`src/rtl/uart_rx_cfg_if.sv`:
```
// Stream-side bundle of the configurable UART receiver: one received word
// plus its per-frame flags, and the consumer's ready.
interface uart_rx_cfg_if #(
  parameter int DATA_BITS = 8
);
  logic [DATA_BITS-1:0] m_data;
  logic                 m_valid;
  logic                 m_ready;
  logic                 frame_err;
  logic                 parity_err;
  logic                 break_det;
  logic                 overrun;

  modport master (
    output m_data, m_valid, frame_err, parity_err, break_det, overrun,
    input  m_ready
  );

  modport slave (
    input  m_data, m_valid, frame_err, parity_err, break_det, overrun,
    output m_ready
  );
endinterface

```
`src/rtl/uart_rx_cfg.sv`:
```
// Configurable oversampling UART receiver with majority-vote bit decisions,
// break detection and a single-entry output register that reports overruns.
module uart_rx_cfg #(
  parameter int CLOCK_RATE = 100000000,
  parameter int BAUD_RATE  = 115200,
  parameter int OVR        = 16,
  parameter int DATA_BITS  = 8,
  parameter int PARITY     = 0,
  parameter int STOP_BITS  = 1
) (
  input  logic           clk,
  input  logic           rst_n,
  input  logic           rx,
  uart_rx_cfg_if.master  m_if
);

  localparam int DIV   = CLOCK_RATE / (BAUD_RATE * OVR);
  localparam int DIV_W = (DIV > 1) ? $clog2(DIV) : 1;
  localparam int SC_W  = $clog2(OVR);
  localparam int BC_W  = $clog2(DATA_BITS + 1);

  localparam logic [DIV_W-1:0] DIV_LAST  = DIV_W'(DIV - 1);
  localparam logic [SC_W-1:0]  SMP_A     = SC_W'(OVR / 2 - 1);
  localparam logic [SC_W-1:0]  SMP_B     = SC_W'(OVR / 2);
  localparam logic [SC_W-1:0]  SMP_DEC   = SC_W'(OVR / 2 + 1);
  localparam logic [SC_W-1:0]  SMP_LAST  = SC_W'(OVR - 1);
  localparam logic [BC_W-1:0]  DATA_LAST = BC_W'(DATA_BITS - 1);
  localparam logic [BC_W-1:0]  STOP_LAST = BC_W'(STOP_BITS - 1);

  typedef enum logic [2:0] {
    S_IDLE, S_START, S_DATA, S_PARITY, S_STOP, S_BRK
  } state_t;

  state_t               state_q, state_d;
  logic                 rxMeta_q, rxs_q;
  logic [DIV_W-1:0]     divCnt_q, divCnt_d;
  logic [SC_W-1:0]      sampCnt_q, sampCnt_d;
  logic [BC_W-1:0]      bitCnt_q, bitCnt_d;
  logic [1:0]           smp_q, smp_d;
  logic [DATA_BITS-1:0] shift_q, shift_d;
  logic                 parErr_q, parErr_d;
  logic                 frameErr_q, frameErr_d;
  logic                 brk_q, brk_d;
  logic                 allZero_q, allZero_d;
  logic [DATA_BITS-1:0] outData_q, outData_d;
  logic                 outValid_q, outValid_d;
  logic                 outFe_q, outFe_d;
  logic                 outPe_q, outPe_d;
  logic                 outBrk_q, outBrk_d;
  logic                 overrun_q, overrun_d;

  logic tick, decide, wrap, maj;
  logic done, doneFe, doneBrk;

  assign tick   = (divCnt_q == DIV_LAST);
  assign decide = tick && (sampCnt_q == SMP_DEC);
  assign wrap   = tick && (sampCnt_q == SMP_LAST);
  // Third vote is the live synchronised line at the decision tick.
  assign maj    = (smp_q[0] & smp_q[1]) | (smp_q[0] & rxs_q) | (smp_q[1] & rxs_q);

  always_ff @(posedge clk) begin
    if (!rst_n) begin
      state_q    <= S_IDLE;
      rxMeta_q   <= 1'b1;
      rxs_q      <= 1'b1;
      divCnt_q   <= '0;
      sampCnt_q  <= '0;
      bitCnt_q   <= '0;
      smp_q      <= '0;
      shift_q    <= '0;
      parErr_q   <= 1'b0;
      frameErr_q <= 1'b0;
      brk_q      <= 1'b0;
      allZero_q  <= 1'b0;
      outData_q  <= '0;
      outValid_q <= 1'b0;
      outFe_q    <= 1'b0;
      outPe_q    <= 1'b0;
      outBrk_q   <= 1'b0;
      overrun_q  <= 1'b0;
    end else begin
      state_q    <= state_d;
      rxMeta_q   <= rx;
      rxs_q      <= rxMeta_q;
      divCnt_q   <= divCnt_d;
      sampCnt_q  <= sampCnt_d;
      bitCnt_q   <= bitCnt_d;
      smp_q      <= smp_d;
      shift_q    <= shift_d;
      parErr_q   <= parErr_d;
      frameErr_q <= frameErr_d;
      brk_q      <= brk_d;
      allZero_q  <= allZero_d;
      outData_q  <= outData_d;
      outValid_q <= outValid_d;
      outFe_q    <= outFe_d;
      outPe_q    <= outPe_d;
      outBrk_q   <= outBrk_d;
      overrun_q  <= overrun_d;
    end
  end

  always_comb begin
    state_d    = state_q;
    divCnt_d   = tick ? '0 : divCnt_q + DIV_W'(1);
    sampCnt_d  = tick ? sampCnt_q + SC_W'(1) : sampCnt_q;
    bitCnt_d   = bitCnt_q;
    smp_d      = smp_q;
    shift_d    = shift_q;
    parErr_d   = parErr_q;
    frameErr_d = frameErr_q;
    brk_d      = brk_q;
    allZero_d  = allZero_q;
    done       = 1'b0;
    doneFe     = 1'b0;
    doneBrk    = 1'b0;

    if (tick && sampCnt_q == SMP_A) smp_d[0] = rxs_q;
    if (tick && sampCnt_q == SMP_B) smp_d[1] = rxs_q;

    case (state_q)
      S_IDLE: begin
        if (tick && !rxs_q) begin
          sampCnt_d  = '0;
          bitCnt_d   = '0;
          parErr_d   = 1'b0;
          frameErr_d = 1'b0;
          brk_d      = 1'b0;
          allZero_d  = 1'b1;
          state_d    = S_START;
        end
      end
      S_START: begin
        if (decide && maj)  state_d = S_IDLE;
        else if (wrap)      state_d = S_DATA;
      end
      S_DATA: begin
        if (decide) begin
          shift_d = {maj, shift_q[DATA_BITS-1:1]};
          if (maj) allZero_d = 1'b0;
        end
        if (wrap) begin
          if (bitCnt_q == DATA_LAST) begin
            bitCnt_d = '0;
            state_d  = (PARITY != 0) ? S_PARITY : S_STOP;
          end else begin
            bitCnt_d = bitCnt_q + BC_W'(1);
          end
        end
      end
      S_PARITY: begin
        if (decide) begin
          parErr_d = (PARITY == 2) ? ~(^shift_q ^ maj) : (^shift_q ^ maj);
          if (maj) allZero_d = 1'b0;
        end
        if (wrap) state_d = S_STOP;
      end
      S_STOP: begin
        // Completion is at the last stop decision so a back-to-back start bit is caught.
        if (decide) begin
          if (!maj) frameErr_d = 1'b1;
          if (bitCnt_q == '0) brk_d = allZero_q & ~maj;
          if (bitCnt_q == STOP_LAST) begin
            done    = 1'b1;
            doneFe  = frameErr_q | ~maj;
            doneBrk = (bitCnt_q == '0) ? (allZero_q & ~maj) : brk_q;
            state_d = doneBrk ? S_BRK : S_IDLE;
          end
        end else if (wrap) begin
          bitCnt_d = bitCnt_q + BC_W'(1);
        end
      end
      S_BRK: begin
        if (tick && rxs_q) state_d = S_IDLE;
      end
      default: state_d = S_IDLE;
    endcase
  end

  always_comb begin
    outData_d  = outData_q;
    outValid_d = outValid_q;
    outFe_d    = outFe_q;
    outPe_d    = outPe_q;
    outBrk_d   = outBrk_q;
    overrun_d  = 1'b0;

    if (done) begin
      if (!outValid_q || m_if.m_ready) begin
        outData_d  = doneBrk ? '0 : shift_q;
        outFe_d    = doneFe;
        outPe_d    = parErr_q;
        outBrk_d   = doneBrk;
        outValid_d = 1'b1;
      end else begin
        overrun_d  = 1'b1;
      end
    end else if (outValid_q && m_if.m_ready) begin
      outValid_d = 1'b0;
    end
  end

  assign m_if.m_data     = outData_q;
  assign m_if.m_valid    = outValid_q;
  assign m_if.frame_err  = outFe_q;
  assign m_if.parity_err = outPe_q;
  assign m_if.break_det  = outBrk_q;
  assign m_if.overrun    = overrun_q;

endmodule

```
`src/flat_wrapper.sv`:
```
// flat-port wrapper written by rule: the top's interface ports become plain ports
module uart_rx_cfg_flat 
#(
  parameter int CLOCK_RATE = 100000000,
  parameter int BAUD_RATE  = 115200,
  parameter int OVR        = 16,
  parameter int DATA_BITS  = 8,
  parameter int PARITY     = 0,
  parameter int STOP_BITS  = 1
)
  (clk, rst_n, rx, m_if_m_data, m_if_m_valid, m_if_frame_err, m_if_parity_err, m_if_break_det, m_if_overrun, m_if_m_ready);
  uart_rx_cfg_if #(.DATA_BITS(DATA_BITS)) m_if_i ();
  input  logic clk;
  input  logic rst_n;
  input  logic rx;
  output wire logic [$bits(m_if_i.m_data)-1:0] m_if_m_data;
  output wire logic [$bits(m_if_i.m_valid)-1:0] m_if_m_valid;
  output wire logic [$bits(m_if_i.frame_err)-1:0] m_if_frame_err;
  output wire logic [$bits(m_if_i.parity_err)-1:0] m_if_parity_err;
  output wire logic [$bits(m_if_i.break_det)-1:0] m_if_break_det;
  output wire logic [$bits(m_if_i.overrun)-1:0] m_if_overrun;
  input wire logic [$bits(m_if_i.m_ready)-1:0] m_if_m_ready;
  assign m_if_m_data = m_if_i.m_data;
  assign m_if_m_valid = m_if_i.m_valid;
  assign m_if_frame_err = m_if_i.frame_err;
  assign m_if_parity_err = m_if_i.parity_err;
  assign m_if_break_det = m_if_i.break_det;
  assign m_if_overrun = m_if_i.overrun;
  assign m_if_i.m_ready = m_if_m_ready;
  uart_rx_cfg #(.CLOCK_RATE(CLOCK_RATE), .BAUD_RATE(BAUD_RATE), .OVR(OVR), .DATA_BITS(DATA_BITS), .PARITY(PARITY), .STOP_BITS(STOP_BITS)) u_core (.clk(clk), .rst_n(rst_n), .rx(rx), .m_if(m_if_i));
endmodule
```
`config.mk`:
```
export PLATFORM = sky130hd
export DESIGN_NAME = uart_rx_cfg_flat
export DESIGN_NICKNAME = d
export VERILOG_FILES = /design/src/rtl/uart_rx_cfg_if.sv /design/src/rtl/uart_rx_cfg.sv /design/src/flat_wrapper.sv
export SDC_FILE = /design/constraint.sdc
export NUM_CORES = 1
export LEC_CHECK = 0
export ABC_AREA = 0
export CAP_MARGIN = 40
export CORE_MARGIN = 5
export CORE_UTILIZATION = 40
export DETAILED_ROUTE_END_ITERATION = 12
export GPL_TIMING_DRIVEN = 1
export HOLD_SLACK_MARGIN = 0.06
export SETUP_SLACK_MARGIN = 0.4
export SYNTH_ARGS = -nofsm -noshare
export SYNTH_HDL_FRONTEND = slang
export SYNTH_SLANG_ARGS = --single-unit
```
`constraint.sdc`:
```
create_clock -name clk -period 2.5 [get_ports clk]
set_input_delay 0.25 -clock clk [delete_from_list [all_inputs] [get_ports clk]]
set_output_delay 0.25 -clock clk [all_outputs]
set_load 0.02 [all_outputs]
```
==> qor.txt <==
Status - completed
Reg2Reg Depth - 7
Placer Congestion - 0.889
CP Max Fanout - 3
Syn Area/Cell - 8.60 sq um
Ports - 17
Synth Flop Type - dfxtp_1
First-pass GRT wire length - 8.18 mm
Vias in the first global route - 1772
Initial DRC Count - 84
Crit path DAT - 2.46 ns
Detail Route Antenna Nets - 0
Worst Slack Setup Final - 0.275 ns
LEAKAGE - 0.897 nW
Height of the die - 84.2 um
Largest net degree at the start of global routing - 28
Cell Area, Synth - 2200 sq um
Chip width - 84.2 um
Rows - 27
Fraction of layout instances using a drive strength above 1 - 12.5%
Tcrit/Tclk final - 89.0%
Pwr dens - 464 nW/um^2
Crit path cell chain - inv_2 -> ha_4 -> or3b_4 -> or4_1 -> a221o_1 -> a2111o_1 -> o21ai_2
Critical path type - flop to flop
Worst Hold Class - flop to flop
DRC viols - 0
N_diodes - 0
Cell variety after synth - 44
Setup TNS - 0 ns
Mapped Nets - 267
Routed len/inst - 13.3 um
CP Buf/Inv Count - 1
Commonest non-fill, non-tap cell in the layout - dfxtp_1
Nets@finish - 290
RSZ-0062 raised after global routing - true
Utilization after layout - 48.2%
Crit-path leading delay family - compound AO/OA/AOI/OAI gates
Gate count of the mapped netlist - 256
Total global-route track usage - 14.1%
Core area - 5440 sq um
IO buf count - 16
Grt ovf - 0
Post-DP HPWL - 3.26 mm
Max VDD drop - 223 uV
Clock power share - 36.0%
Skew final - 0.00697 ns
Int Power - 0.000945 W
Relative slew margins - 64.4%
Flop pwr share - 61.0%
Comb pwr share - 3.0%
CP max stage delay - 0.40 ns
CP Depth - 7
Worst EP required - 2.73 ns
Filler Cell Count - 541
Initial antenna violation count - 0
Routed wire length - 4.65 mm
Yosys warns - 0
Hold_buf cts - 0
Via density - 5.23
CP endpoint kind - flop
Worst slack at placement - 0.222 ns
# setup viols final - 0
Commonest non-fill, non-tap cells in the layout - dfxtp_1, nor2_1, nand2_1
Hold violation total from the final report - 0
Clock Path Buffers - 2
Sequential share of the synthesized area - 41.8%
Post-synth EDFFs - 0
Worst-Skew Late Latency - 0.30 ns
Area grow syn2layout - 19.2%
Num Clock Sinks - 46
Initial Util - 40.5%
Worst-path clk slew - 0.09 ns
Async SR Flop Fraction - 0%
Hold Crit Depth - 1
Max Fclk - 0.449 GHz
First drt pass iteration count - 4
CTS H-Tree Depth - 2
Total CTS buffers - 5
CTS tree - yes
Worst-margin pin slew - 0.531 ns
Reported net switching power - 0.000272 W
Worst setup SP type - flop
Sw frac - 22.4%
#FFs+latches synth - 46
Pins Over Slew Limit - 0
Clock root buffer - clkbuf_8
Max-cap violations - 0
Tmin final - 2.22 ns
Vias after detailed routing - 1836
DIE AREA - 7090 sq um
Slowest cell on the critical path - or4_1
-- final timing paths --
check | start | end | slack [ns]
worst max register to register | u_core.bitCnt_q[0] | u_core.state_q[1] | 0.28
worst min-delay path | u_core.rxMeta_q | u_core.rxs_q | 0.41
worst max-delay path | u_core.bitCnt_q[0] | u_core.state_q[1] | 0.28
worst min register to register | u_core.rxMeta_q | u_core.rxs_q | 0.41
-- synth_stat cells (2+ instances only) --
master,n,area [sq um]
ha_1,7,87.6
inv_1,8,30.0
nand3b_1,3,22.5
and3_1,4,25.0
a311oi_1,4,35.0
xor2_1,4,35.0
nor2b_1,4,25.0
xnor2_1,11,96.3
a21o_1,2,15.0
nor2_1,29,109
nor3b_1,3,22.5
dfxtp_1,46,921
nand4_1,3,18.8
a211oi_1,2,15.0
nor3_1,3,15.0
o21ai_0,6,30.0
a21oi_1,21,105
a31oi_1,3,18.8
nand3_1,15,75.1
buf_2,2,10.0
nand2b_1,8,50.1
clkbuf_1,10,37.5
mux2i_1,10,100
nand4b_1,2,17.5
nand2_1,27,101
-- cell type report --
type                       count  area (sq um)  share of cell area [%]
multi-input combinational    190          1240                    47.1
clock buffer                   6          72.6                    2.77
sequential                    46           925                    35.2
timing repair buffer          28           263                    10.0
inverter                       8          30.0                    1.14
clock inverter                 1          7.51                   0.286
tap                           72          90.1                    3.43
-- per-layer routing --
metal	global-route usage, %	wire [um]
met3	3.34	137
met2	22.7	2190
met5	0	0
met4	4.24	61
met1	18.7	2260
-- logic make-up (layout without fill, tap and decap cells) --
family                     count (synthesis)  in the layout  synth area share [%]
AOI/OAI and AO/OA                         47             47                  13.6
and+or+nand+nor                          110            110                  26.1
adders and majority gates                  8              8                  4.43
xor gates and xnor gates                  15             15                  5.97
buffers and inverters                     20             43                  3.52
DFF                                       46             46                  41.8
muxes                                     10             10                  4.55
-- repair_timing --
action | CTS | global route
pin swaps | 2 | 3
buffers inserted | 4 | 0
gates resized for setup | 3 | 6
setup endpoints to repair | 3 | 27
-- power groups by stage --
stage	Sequential [W]	Clock, W	Combinational [W]
2_1_floorplan	0.000759	0	0.0000208
3_3_place_gp	0.000760	0	0.0000370
4_1_cts	0.000743	0.000454	0.0000368
3_5_place_dp	0.000760	0	0.0000365
6_report	0.000743	0.000438	0.0000365
5_1_grt	0.000744	0.000494	0.0000417
-- worst register-to-register path: cells and delay by family, from the launching register on --
kind	cells	cell delay, ns
fa+ha+maj	1	0.13
flops	1	0.34
simple gates	2	0.77
buf+inv	1	0.07
compound gates	3	0.85
-- registers in the layout, summed over array words and instances (netlist names), 2 cells and up --
signal              count
u_core.bitCnt_q         4
u_core.divCnt_q         6
u_core.m_if.m_data      8
u_core.sampCnt_q        4
u_core.shift_q          8
u_core.smp_q            2
u_core.state_q          3
-- per-stage QoR --
stage / hold slack (ns) / instances / total power [W] / cell area (sq um)
floorplan: 0.351 / 256 / 0.000780 / 2200
finish: 0.414 / 351 / 0.00122 / 2620
detailed placement: 0.400 / 340 / 0.000796 / 2480
global placement: 0.396 / 340 / 0.000797 / 2480
global route: 0.445 / 351 / 0.00128 / 2620
CTS: 0.420 / 351 / 0.00123 / 2610
Power figures use the tool's default switching activity.
